==> config.mk <==
export PLATFORM = sky130hd
export DESIGN_NAME = dcache_line_xfer
export DESIGN_NICKNAME = d
export VERILOG_FILES = /design/src/rtl/dcache_pkg.sv /design/src/rtl/line_word_ctr.sv /design/src/rtl/dcache_line_xfer.sv
export SDC_FILE = /design/constraint.sdc
export NUM_CORES = 1
export LEC_CHECK = 0
export CORE_MARGIN = 5
export CORE_UTILIZATION = 33
export CTS_CLUSTER_SIZE = 20
export DETAILED_ROUTE_END_ITERATION = 7
export GPL_TIMING_DRIVEN = 0
export PLACE_DENSITY = 0.75
export SLEW_MARGIN = 40
export SYNTH_ARGS = -nofsm -noshare
export SYNTH_HDL_FRONTEND = slang
export SYNTH_SLANG_ARGS = --single-unit
export TNS_END_PERCENT = 20
==> constraint.sdc <==
create_clock -name CLK -period 2.05 [get_ports CLK]
set_clock_uncertainty 0.2 [all_clocks]
set_input_delay 0.41 -clock CLK [delete_from_list [all_inputs] [get_ports CLK]]
set_output_delay 0.41 -clock CLK [all_outputs]
set_load 0.02 [all_outputs]
==> src/rtl/dcache_pkg.sv <==
// Shared types and helpers for the data-cache line transfer engine.
package dcache_pkg;

  typedef enum logic [1:0] {StIdle, StWb, StFill, StDone} xfer_state_t;

  localparam int unsigned DEF_WORDS_PER_LINE = 4;
  localparam int unsigned DEF_OFF_W          = $clog2(DEF_WORDS_PER_LINE);

  // Clears the word and byte offset bits, leaving the line base address.
  function automatic logic [63:0] line_base(input logic [63:0] addr, input int unsigned off_w);
    logic [63:0] mask;
    mask = (64'd1 << (off_w + 2)) - 64'd1;
    return addr & ~mask;
  endfunction

endpackage

==> src/rtl/line_word_ctr.sv <==
// Loadable wrapping word-index counter; last flags the final word of a line phase.
module line_word_ctr
  import dcache_pkg::*;
#(
  parameter int unsigned WORDS_PER_LINE = DEF_WORDS_PER_LINE,
  localparam int unsigned OFF_W = $clog2(WORDS_PER_LINE)
) (
  input  logic             clk,
  input  logic             rst,
  input  logic             load,
  input  logic [OFF_W-1:0] start_idx,
  input  logic             inc,
  output logic [OFF_W-1:0] idx,
  output logic             last
);

  logic [OFF_W-1:0] idx_q;
  logic [OFF_W-1:0] cnt_q;

  // cnt_q counts increments since the load, independent of the start index.
  always_ff @(posedge clk or posedge rst) begin
    if (rst) begin
      idx_q <= '0;
      cnt_q <= '0;
    end else if (load) begin
      idx_q <= start_idx;
      cnt_q <= '0;
    end else if (inc) begin
      idx_q <= idx_q + OFF_W'(1);
      cnt_q <= cnt_q + OFF_W'(1);
    end
  end

  assign idx  = idx_q;
  assign last = (cnt_q == OFF_W'(WORDS_PER_LINE - 1));

endmodule

==> src/rtl/dcache_line_xfer.sv <==
// Cache-line writeback/refill engine between the data array and a req/ack memory bus.
// Define DCACHE_XFER_CWF_EN for critical-word-first refill ordering.
module dcache_line_xfer
  import dcache_pkg::*;
#(
  parameter int unsigned ADDR_W = 32,
  parameter int unsigned DATA_W = 32,
  parameter int unsigned WORDS_PER_LINE = DEF_WORDS_PER_LINE,
  localparam int unsigned OFF_W = $clog2(WORDS_PER_LINE)
) (
  input  logic              CLK,
  input  logic              RST,
  input  logic              Load,
  input  logic              writeback,
  input  logic [ADDR_W-1:0] fill_addr,
  input  logic [ADDR_W-1:0] victim_addr,
  input  logic [DATA_W-1:0] cache_rdata,
  output logic [OFF_W-1:0]  cache_word_idx,
  output logic              cache_we,
  output logic [DATA_W-1:0] cache_wdata,
  output logic              mem_req,
  output logic              mem_we,
  output logic [ADDR_W-1:0] mem_addr,
  output logic [DATA_W-1:0] mem_wdata,
  input  logic              mem_ack,
  input  logic [DATA_W-1:0] mem_rdata,
  output logic              busy,
  output logic              done
);

`ifdef DCACHE_XFER_CWF_EN
  localparam bit CwfEn = 1'b1;
`else
  localparam bit CwfEn = 1'b0;
`endif

  xfer_state_t       state_q, state_d;
  logic [ADDR_W-1:0] fill_q, fill_d;
  logic [ADDR_W-1:0] victim_q, victim_d;
  logic              pend_q, pend_d;

  logic              ctr_load, ctr_inc, ctr_last;
  logic [OFF_W-1:0]  ctr_start, idx;
  logic [ADDR_W-1:0] sel_line, word_addr;

  function automatic logic [OFF_W-1:0] fill_start(input logic [ADDR_W-1:0] a);
    return CwfEn ? a[OFF_W+1:2] : '0;
  endfunction

  line_word_ctr #(
    .WORDS_PER_LINE(WORDS_PER_LINE)
  ) u_ctr (
    .clk      (CLK),
    .rst      (RST),
    .load     (ctr_load),
    .start_idx(ctr_start),
    .inc      (ctr_inc),
    .idx      (idx),
    .last     (ctr_last)
  );

  assign sel_line  = (state_q == StWb) ? victim_q : fill_q;
  assign word_addr = ADDR_W'(line_base(64'(sel_line), OFF_W)) | (ADDR_W'(idx) << 2);

  always_ff @(posedge CLK or posedge RST) begin
    if (RST) begin
      state_q  <= StIdle;
      fill_q   <= '0;
      victim_q <= '0;
      pend_q   <= 1'b0;
    end else begin
      state_q  <= state_d;
      fill_q   <= fill_d;
      victim_q <= victim_d;
      pend_q   <= pend_d;
    end
  end

  always_comb begin
    state_d        = state_q;
    fill_d         = fill_q;
    victim_d       = victim_q;
    pend_d         = pend_q;
    ctr_load       = 1'b0;
    ctr_inc        = 1'b0;
    ctr_start      = '0;
    cache_word_idx = '0;
    cache_we       = 1'b0;
    cache_wdata    = '0;
    mem_req        = 1'b0;
    mem_we         = 1'b0;
    mem_addr       = '0;
    mem_wdata      = '0;
    busy           = (state_q != StIdle);
    done           = 1'b0;

    unique case (state_q)
      StIdle: begin
        if (Load || writeback) begin
          fill_d    = fill_addr;
          victim_d  = victim_addr;
          pend_d    = Load;
          ctr_load  = 1'b1;
          ctr_start = writeback ? '0 : fill_start(fill_addr);
          state_d   = writeback ? StWb : StFill;
        end
      end
      StWb: begin
        mem_req        = 1'b1;
        mem_we         = 1'b1;
        mem_addr       = word_addr;
        mem_wdata      = cache_rdata;
        cache_word_idx = idx;
        if (mem_ack) begin
          ctr_inc = 1'b1;
          if (ctr_last) begin
            if (pend_q) begin
              // Reload directly into the fill phase so there is no idle gap.
              ctr_load  = 1'b1;
              ctr_start = fill_start(fill_q);
              state_d   = StFill;
            end else begin
              state_d = StDone;
            end
          end
        end
      end
      StFill: begin
        mem_req        = 1'b1;
        mem_addr       = word_addr;
        cache_word_idx = idx;
        if (mem_ack) begin
          cache_we    = 1'b1;
          cache_wdata = mem_rdata;
          ctr_inc     = 1'b1;
          if (ctr_last) state_d = StDone;
        end
      end
      StDone: begin
        done    = 1'b1;
        pend_d  = 1'b0;
        state_d = StIdle;
      end
      default: state_d = StIdle;
    endcase
  end

endmodule
==> implementation parameters <==
Parameter                              Value

Run status
  Failing checks ... setup timing
  Status ... finished with violations

CTS
  CTS sink cnt ... 63
  CTS H-tree depth ... 3
  Total clock buffers created by CTS ... 9
  Clock Latency Late Sink ... approximately 320 ps
  Number of hold buffers added after CTS ... 0
  Number of buffers on the longest clock path ... 2
  Clock-pin slew on the worst setup and hold paths ... around 80 ps
  Root buffer cell ... sky130_fd_sc_hd__clkbuf_8
  Clock tree from TritonCTS ... built

Layout
  Count of non-filler cells in the finished layout ... around 700
  Multi-input combinational cell area ... between 2000 and 2500 um2
  Layout net count ... ~700
  Count of filler cells inserted in the layout ... 865
  Reg area ... about 1600 um2
  Relative area change from synthesis to final layout ... 91.4%
  Share of layout cells above drive strength 1 ... 0.533
  Number of diodes ... 0
  Commonest non-fill, non-tap cell in the layout ... sky130_fd_sc_hd__clkdlybuf4s50_1
  Area of all placed cells without fillers ... slightly below 7000 um2
  Core Util, Final ... 0.639
  Most frequent cells in the layout ... sky130_fd_sc_hd__clkdlybuf4s50_1, sky130_fd_sc_hd__dfrtp_1, sky130_fd_sc_hd__buf_6

Setup path
  Cell-by-cell listing of the critical path ... inv_2 > ha_4 > buf_8 > buf_12 > mux2i_2 > nor2b_2 > buf_6
  Element type at the critical path end ... primary output
  Slowest library cell on the worst path ... sky130_fd_sc_hd__dfrtp_1
  Worst EP required ... between 1000 and 1500 ps
  WS Path Type ... reg -> out
  Maximum fanout along the worst path ... 5
  Crit path launch type ... flip-flop
  Delay contributed by the slowest stage of the critical path ... 400 ps
  Arr. time, crit path ... between 1500 and 2000 ps

Placement
  Gpl congestion ... ~0.79
  Placed Instances ... ~680
  Port bufs ... about 230
  Total cell area at the placement stage ... between 6000 and 7000 um2
  Worst Setup Slack post-DPL ... -927 ps
  HPWL reported at the end of detailed placement ... between 9000 and 10000 um

Synth
  Mean cell area of the mapped netlist ... between 10 and 15 um2
  Unique cell type count in the Yosys netlist ... 26
  Portion of the post-synthesis area used by sequential elements ... 0.437
  Seq cells post-synth ... between 60 and 70
  Cell area after synthesis ... roughly 3600 um2
  Count of synthesis-stage warnings from yosys ... 0
  Cell count after synthesis ... 308

GRT
  Gr ovfl total ... 0
  Pin count of the biggest net entering global routing ... 27
  Number of global-route vias before repair ... about 3600
  First-pass GRT wire length ... ~19000 um
  Number of antenna violations at the first check in global routing ... 0
  Overall track demand over capacity in global routing ... 0.188

STA
  RSZ-0062 raised after global routing ... yes
  Hold Worst Slack ... 161 ps
  Post-Route Setup TNS ... -18450 ps
  Worst setup slack after layout ... -282 ps
  Final-report hold violation count ... 0
  Max-slew violation total from the final report ... 0
  Clock period minus worst slack ... ~2300 ps
  Timing-limited maximum frequency ... around 0.43 GHz
  Final setup vio count ... between 90 and 100
  Crit share post-route ... 1.14

Floorplanning
  Overall die area ... 13100 um2
  Die width ... approximately 110 um
  Starting density of the core ... 0.334
  Number of rows in the core area ... 38
  Y dimension of the die ... 115 um
  Ports ... between 200 and 250
  Placeable core area ... 10800 um2

Run
  Max Cap Violations ... 0

Pwr
  Power per unit of standard cell area ... 1660 nW/um2
  Total power of the final layout ... roughly 11 mW
  Maximum ir drop on the vdd rail ... about 1.2 mV
  Cell leakage power ... 3.25 nW

Hold path
  Class of the tightest hold or removal check ... in -> async

Detailed routing
  Initial DRC Count ... 67
  Via count ... 3316
  Drt first pass iters ... 4
  Remaining antenna violation count ... 0
  Average vias per placed instance ... approximately 4.7
  Wire per inst ... ~18 um
  Number of remaining DRC errors ... 0
  Routed WL ... ~13000 um
## report_power, final
group	total (mW)	switching, mW	internal [mW]
sequential	2.39	0.499	1.89
combinational	7.93	3.43	4.49
clock	1.12	0.520	0.601
total	11.4	4.45	6.99
## final cells by class
| type | instances | area share |
|---|---|---|
| Timing Repair Buffer | 247 | 0.353 |
| Multi-Input combinational cell | 214 | 0.319 |
| Sequential cell | 63 | 0.229 |
| Buffer | 25 | 0.0408 |
| Tap cell | 140 | 0.0254 |
| Clock buffer | 10 | 0.0199 |
| Clock inverter | 6 | 0.00979 |
| Inverter | 5 | 0.00326 |
## flip-flops by register name, summed over array words and instances (netlist names)
name	count
fill_q	28
victim_q	28
state_q	2
pend_q	1
u_ctr.idx	2
u_ctr.cnt_q	2
## critical path: cells and delay by family (launching register included)
family	cells	cell delay (ps)
adders and majority gates	1	180
buffers and inverters	4	500
DFF	1	400
muxes	1	240
and+or+nand+nor	1	70
## layer usage
metal  part of all wire  track usage  up-vias
li1                   -            -     1561
met1               0.40        0.223     1601
met2               0.51        0.340      139
met3              0.070       0.0439       15
met4              0.014       0.0515        0
met5                  0            0        -
## path summary, 6_finish.rpt
kind	start	end	slack [ps]	cells past startpoint
min in group CLK	victim_q[20]	victim_q[20]	310	1
min reg2reg	victim_q[20]	victim_q[20]	310	1
max reg2reg	state_q[1]	fill_q[20]	200	7
max in group asynchronous	RST	fill_q[26]	950	4
min	RST	victim_q[16]	160	2
max	state_q[1]	mem_addr[19]	-280	7
## Yosys cell counts (all sizes together)
master / count / area, um2
nand2: 5 / 18.8
clkbuf: 13 / 48.8
mux2i: 28 / 280
nand3: 2 / 10.0
o22ai: 1 / 6.26
o21ai: 1 / 8.76
nand4: 1 / 6.26
a21oi: 3 / 15.0
mux2: 56 / 739
conb: 1 / 3.75
nor2b: 29 / 181
o32ai: 2 / 17.5
dfrtp: 63 / 1580
a211oi: 2 / 15.0
inv: 5 / 18.8
and2: 35 / 219
nor2: 5 / 18.8
a2bb2oi: 1 / 15.0
xor2: 3 / 26.3
nor3: 1 / 5.00
ha: 5 / 62.6
and3: 32 / 200
buf: 14 / 113
## timing repair
action / 4_1_cts / 5_1_grt
buffers inserted: 9 / 6
cloned: 4 / 1
gates resized for setup: 537 / 109
setup endpoints to repair: 101 / 100
pin swaps: 3 / 3
endpoints found under the hold margin: 0 / 0
## kinds of logic (layout without fill, tap and decap cells)
group,count (synthesis),after routing,synth area share
flip-flops,63,63,0.437
adder cells (fa/ha/maj),5,5,0.0173
AND/OR/NAND/NOR,110,110,0.183
XOR/XNOR,3,3,0.00729
other,1,2,0.00104
buffers and inverters,32,293,0.0500
AO/OA/AOI/OAI,10,10,0.0215
multiplexers,84,84,0.283
Power figures use the tool's default switching activity.
